**src/rtl/load_store_unit.sv**
```systemverilog
// Load/store unit: one byte/half/word access at a time to word-wide memory.
// Sub-word stores become read-modify-write; bad requests never reach memory.
module load_store_unit #(
    parameter int MEM_BYTES = 2048
) (
    input  logic        clk,
    input  logic        rst,
    input  logic        req_valid,
    output logic        req_ready,
    input  logic        req_write,
    input  logic [1:0]  req_size,
    input  logic        req_signed,
    input  logic [31:0] req_addr,
    input  logic [31:0] req_wdata,
    output logic        resp_valid,
    output logic        resp_err,
    output logic [31:0] resp_rdata,
    output logic        mem_read,
    output logic        mem_write,
    output logic [31:0] mem_addr,
    output logic [31:0] mem_wdata,
    input  logic [31:0] mem_rdata
);

    typedef enum logic [2:0] {
        IDLE, CHECK, LOAD, STORE, RMW_RD, RMW_WR, RESP
    } state_t;

    state_t      state;
    state_t      state_nx;

    logic        write_q;
    logic        signed_q;
    logic [1:0]  size_q;
    logic [31:0] addr_q;
    logic [31:0] wdata_q;
    logic [31:0] merge_q;
    logic        err_q;
    logic [31:0] rdata_q;

    logic        bad_c;
    logic [7:0]  byte_c;
    logic [15:0] half_c;
    logic [31:0] lane_c;
    logic [31:0] merged_c;

    // Request legality: reserved size, misalignment or beyond memory.
    always_comb begin
        bad_c = (size_q == 2'b11)
              | ((size_q == 2'b01) & addr_q[0])
              | ((size_q == 2'b10) & (addr_q[1:0] != 2'b00))
              | (addr_q >= 32'(MEM_BYTES));
    end

    // Little-endian lane pick from the read word, then extension.
    always_comb begin
        byte_c = mem_rdata[{addr_q[1:0], 3'b000} +: 8];
        half_c = addr_q[1] ? mem_rdata[31:16] : mem_rdata[15:0];
        unique case (size_q)
            2'b00:   lane_c = {{24{signed_q & byte_c[7]}}, byte_c};
            2'b01:   lane_c = {{16{signed_q & half_c[15]}}, half_c};
            default: lane_c = mem_rdata;
        endcase
    end

    // Old word with only the target lane overwritten.
    always_comb begin
        merged_c = merge_q;
        if (size_q == 2'b00)
            merged_c[{addr_q[1:0], 3'b000} +: 8] = wdata_q[7:0];
        else
            merged_c[{addr_q[1], 4'b0000} +: 16] = wdata_q[15:0];
    end

    // Next-state and memory-side outputs, decoded from state only.
    always_comb begin
        state_nx   = state;
        req_ready  = 1'b0;
        resp_valid = 1'b0;
        mem_read   = 1'b0;
        mem_write  = 1'b0;
        mem_wdata  = '0;
        unique case (state)
            IDLE: begin
                req_ready = 1'b1;
                if (req_valid) state_nx = CHECK;
            end
            CHECK: begin
                if (bad_c)                 state_nx = RESP;
                else if (!write_q)         state_nx = LOAD;
                else if (size_q == 2'b10)  state_nx = STORE;
                else                       state_nx = RMW_RD;
            end
            LOAD: begin
                mem_read = 1'b1;
                state_nx = RESP;
            end
            STORE: begin
                mem_write = 1'b1;
                mem_wdata = wdata_q;
                state_nx  = RESP;
            end
            RMW_RD: begin
                mem_read = 1'b1;
                state_nx = RMW_WR;
            end
            RMW_WR: begin
                mem_write = 1'b1;
                mem_wdata = merged_c;
                state_nx  = RESP;
            end
            RESP: begin
                resp_valid = 1'b1;
                state_nx   = IDLE;
            end
            default: state_nx = IDLE;
        endcase
    end

    assign mem_addr   = {addr_q[31:2], 2'b00};
    assign resp_err   = err_q;
    assign resp_rdata = rdata_q;

    // State, latched request fields and held response registers.
    always_ff @(posedge clk) begin
        if (rst) begin
            state    <= IDLE;
            write_q  <= 1'b0;
            signed_q <= 1'b0;
            size_q   <= 2'b00;
            addr_q   <= '0;
            wdata_q  <= '0;
            merge_q  <= '0;
            err_q    <= 1'b0;
            rdata_q  <= '0;
        end else begin
            state <= state_nx;
            if (state == IDLE && req_valid) begin
                write_q  <= req_write;
                signed_q <= req_signed;
                size_q   <= req_size;
                addr_q   <= req_addr;
                wdata_q  <= req_wdata;
            end
            if (state == RMW_RD)
                merge_q <= mem_rdata;
            if (state_nx == RESP) begin
                err_q   <= (state == CHECK);
                rdata_q <= (state == LOAD) ? lane_c : '0;
            end
        end
    end

endmodule

```
**config.mk**
```make
export PLATFORM = sky130hd
export DESIGN_NAME = load_store_unit
export DESIGN_NICKNAME = d
export VERILOG_FILES = /design/src/rtl/load_store_unit.sv
export SDC_FILE = /design/constraint.sdc
export NUM_CORES = 1
export LEC_CHECK = 0
export CAP_MARGIN = 20
export CORE_MARGIN = 8
export CORE_UTILIZATION = 45
export DETAILED_ROUTE_END_ITERATION = 7
export GPL_ROUTABILITY_DRIVEN = 0
export PLACE_DENSITY = 0.88
export SYNTH_ARGS = -nofsm -noshare
export SYNTH_HDL_FRONTEND = slang
export SYNTH_SLANG_ARGS = --single-unit
```
**constraint.sdc**
```tcl
create_clock -name clk -period 6.8 [get_ports clk]
set_clock_uncertainty 0.1 [all_clocks]
set_input_delay 1.36 -clock clk [delete_from_list [all_inputs] [get_ports clk]]
set_output_delay 1.36 -clock clk [all_outputs]
set_load 0.02 [all_outputs]
```
## Yosys cells after proc, flatten, opt, wreduce, memory -nomap -nowiden

Index checks and enable logic that the tools add are counted.

| word-level totals | value |
|---|---|
| bits of input ports | 103 |
| register bits | 136 |

| cells by class | value |
|---|---|
| reduce and logical (&&, ||, !) cells | 7 |
| bitwise logic cells | 7 |
| magnitude comparators | 1 |
| shift operators | 5 |
| muxes and demuxes | 16 |
| equality and inequality tests | 10 |
| $add $sub $neg | 2 |

Operators by type and width:

| cell | count |
|---|---|
| $pmux 32 s2 | 2 |
| $bwmux 32 | 2 |
| $mux 32 | 2 |
| $ge 32x12->1 const B | 1 |
| $shift 16x7->32 const A | 1 |
| $shift 8x7->32 const A | 1 |
| $shiftx 16x7->32 | 1 |
| $shiftx 32x6->8 | 1 |
| $shiftx 8x7->32 | 1 |
| $mux 16 | 1 |
| $neg 5->7 | 2 |
| $eq 3x3->1 const B | 4 |
| $mux 3 | 4 |
| $pmux 3 s4 | 1 |
| $eq 3x2->1 const B | 2 |
| $and 1x1->1 | 4 |
| $eq 2x2->1 const B | 2 |
| $mux 1 | 4 |
| $reduce_or 2->1 | 2 |
| $eq 3x1->1 const B | 1 |
| $logic_not 3->1 | 1 |
| $or 1x1->1 | 3 |
| $reduce_or 3->1 | 1 |
| $eq 2x1->1 const B | 1 |
| 3 further kinds | 3 |

## Logic depth before layout (Yosys ltp)

| depth | value |
|---|---|
| depth in word-level cells | 8 |
| depth in mapped cells | 8 |

## Worst setup path before layout

OpenSTA, ideal clock, no wires.

| timing path | value |
|---|---|
| kind | register to output |
| start | register addr_q[1] |
| end | output port mem_wdata[24] |
| cell stages (with the launch flop) | 9 |
| arrival time | 2.172 ns |
| path buffers | 2 |
| path slack | 3.168 ns |
| path through | dfxtp_1 -> buf_2 -> clkinv_1 -> ha_1 -> nor4b_2 -> and3_1 -> clkbuf_1 -> a222oi_1 -> o21ai_0 |

| on the way | value |
|---|---|
| word-level cells in the longest chain between the ends | 5 |
| elaborated cells on any way between the ends | 10 |

Ends and longest elaborated chain:

| element | RTL line | RTL |
|---|---|---|
| from (decl) | 35 | `logic [31:0] addr_q;` |
| from (signal assigned) | 142 | `addr_q <= req_addr;` |
| $neg 5->7 (on tied branches) | 72, 70 |  |
| $shiftx 16x7->32, or another cell as far along | 72 | `merged_c[{addr_q[1], 4'b0000} +: 16] = wdata_q[15:0];` |
| $bwmux 32 (on tied branches) | 72, 70 |  |
| $mux 32 (*) | 69 | `if (size_q == 2'b00)` |
| $pmux 32 s2 (*) | 83 | `unique case (state)` |
| to (decl) | 21 | `output logic [31:0] mem_wdata,` |

Every way passes the cells marked *; elsewhere a longest branch is shown, timed or not.

## Worst setup path after layout

Same ends and word-level chain as after synthesis.

==> results.cfg <==
[route]
final_antenna_net_count = 0
vias = 6369
via_per_inst = 5.558
drt-pass1-iter-count = 6
first_iter_violations = 577
drt_wl_total_microns = 21120
drc = 0
routedWlPerCell_microns = 18.43

[pwr]
power.share.sequential = 0.374
leakage_nw = 3.091
switching_share = 0.3679
cell_internal_pwr_mw = 1.805
switching_power_mw = 1.050
clock_power_share = 0.293
ir_worst_vdd_v = 0.0002470
comb_power_share = 0.333
p_per_area_nw_per_um2 = 326.5
power_mw = 2.855

[synth]
async_flop_share = 0
syn-mean-instance-area_sq_um = 7.835
synth_edf_count = 0
netlist_area_sq_um = 6409
yosysTopAreaCell = dfxtp_1
yosysUniqueCellTypes = 49
yosysTopAreaCellShare = 0.4248
synth_warnings = 0
synth.area.top_cells = dfxtp_1 42%, nand2_1 15%, a21oi_1 8.8%
yosysSeqAreaShare = 0.4248
syn_inst = 818
synthFlopType = dfxtp_1
synth_seq_cells = 136

[cts]
clk_latency_ns = 0.42
cts.root.buffer_cell = clkbuf_16
cts-htree-levels = 4
cts_sinks = 136
post_cts_resized = 0
cts_tree = built
post_cts_buffers = 0
cts_made_buffers = 17
clockBufferDepth = 2
clk_pin_slew_worst_paths_ns = 0.06
postCtsHoldBufs = 0

[worst_setup_path]
cp_max_fo = 18
crit_family = buffers and inverters
timing.rr.end = resp_rdata[9]$_SDFFE_PP0N_
max_stage_delay_ns = 0.87
cp-startpoint = addr_q[1]$_SDFFE_PP0P_
end_kind = primary output
path_buf_inv = 2
slowest_stage = dfxtp_1
required_ns = 5.34
worstRegToRegCells = 7
worst-setup-path-type = reg -> out
start_kind = register
cp_cell_sequence = clkinv_1 > ha_1 > nor4b_2 > and3_1 > a222oi_1 > o21ai_0 > clkdlybuf4s50_1
timing.rr.start = addr_q[1]$_SDFFE_PP0P_
r2r_setup_slack_ns = 3.68
worstPathArrival_ns = 3.95

[final_layout]
nNetsFinal = 1060
insertedDiodeCount = 0
drive_above_1_share = 0.06315
stdcell_area_sq_um = 8743
post-route-util = 0.6299
n_fill_cell = 1174
fin_cells = 1146
area_delta_synth_final_pct = 36.43

[worst_hold_path]
hp-class = reg -> reg
whs_path_depth = 2
holdPathEnd = addr_q[10]$_SDFFE_PP0P_
hp-start = addr_q[10]$_SDFFE_PP0P_

[floorplan]
die_w_microns = 135.3
rows = 43
die_area_sq_um = 18320
pin_count = 204
design.core.area_sq_um = 13880
initial_utilization = 0.4617
die_h_microns = 135.3

[timing]
fmax_mhz = 184.8
holdWs_ns = 0.3519
hold_violations = 0
setup_violations = 0
post-route-period-util = 0.7956
drv_slew = 0
fin_setup_tns_ns = 0
finalWorstSetupSlack_ns = 1.390
post-route-min-period_ns = 5.410
worstMarginPinSlew_ns = 1.074
relSlewSlack = 0.2842
rsz0062_at_grt = false

[global_routing]
grt_pass1_wl_microns = 32730
grt_max_degree = 105
grt_pass1_vias = 6199
antenna_found_initial = 0
grt.total_usage = 0.2257
overflow = 0

[outcome]
status = finished, final reports clean

[placement]
dpl-instance-area_sq_um = 8143
place_inst = 1111
hpwl_microns = 15320
pre_cts_ws_ns = 1.867
portBuffers = 201

[flow_run]
cap_viol_max_count = 0
Yosys cell counts (5+ instances only):
master and count:
buf_2 17, o2bb2ai_1 9, dfxtp_1 136, buf_6 7, mux2i_1 7, a222oi_1 8, a22o_1 31, o21ai_0 53
clkbuf_1 34, o21ai_1 6, inv_1 5, a21oi_1 113, a21o_1 8, buf_4 35, a22oi_1 16, nand2_1 261
or3_1 8
layout make-up:
cell class	count	area (sq um)	area share
sequential	136	2723	0.3114
multi-input combinational	581	3114	0.3562
inverter	7	26.28	0.003005
timing repair buffer	210	2112	0.2416
tap	180	225.2	0.02576
clock buffer	21	470.5	0.05381
clock inverter	11	72.57	0.008300
sequential cells by signal, indices dropped and copies added, names as in the netlist:
signal,count
resp_rdata,32
state,3
merge_q,32
addr_q,32
resp_err,1
size_q,2
signed_q,1
wdata_q,32
write_q,1
power groups by stage:
stage	registers [mW]	logic, mW	clock network [mW]
global route	1.08	1.04	0.885
floorplan	1.04	0.681	0
CTS	1.06	0.927	0.848
finish	1.07	0.951	0.837
global placement	1.08	0.908	0
detailed placement	1.08	0.921	0
cells in the final DEF, fill, tap and decap left out, drive strengths merged, types with 5 or more instances in the layout:
master / Yosys / final
nor3: 5 / 5
a222oi: 8 / 8
buf: 61 / 10
a21o: 8 / 8
nand2: 261 / 261
mux2i: 8 / 8
clkbuf: 34 / 21
a21oi: 116 / 116
dfxtp: 136 / 136
inv: 6 / 8
clkdlybuf4s50: 0 / 200
a22o: 31 / 31
o2bb2ai: 9 / 9
o21ai: 59 / 59
clkinv: 1 / 6
nor2: 6 / 6
or3: 8 / 8
a22oi: 16 / 16
worst reg2reg max path, stage by stage (launching register included):
cell,delay [ns]
dfxtp_1,0.87
clkinv_1,0.49
ha_1,0.40
nor2b_1,0.18
o211ai_1,0.36
o32ai_4,0.17
buf_8,0.20
a22o_1,0.25
cell families (layout without fill, tap and decap cells):
kind of cell | after synthesis | after routing | share of synthesized area
compound gates | 262 | 262 | 0.2589
mux | 11 | 11 | 0.02148
buf+inv | 102 | 249 | 0.09176
simple gates | 302 | 302 | 0.1946
fa+ha+maj | 4 | 4 | 0.007810
flops | 136 | 136 | 0.4248
other cells | 1 | 2 | 0.0005851
how the worst max path moves through the flow:
stage / to / cells past startpoint
detailed placement: mem_wdata[24] / 7
CTS: mem_wdata[24] / 7
global route: mem_wdata[28] / 7
global placement: mem_wdata[31] / 7
floorplan: mem_wdata[24] / 8
finish: mem_wdata[24] / 7
routing by layer:
metal	vias up	global-route usage	part of all wire
li1	3061	-	-
met5	-	0	0
met3	61	0.07678	0.10
met4	0	0.1049	0.034
met1	2930	0.2600	0.39
met2	317	0.3703	0.48
Note: power is estimated with default switching activity, not from simulation.
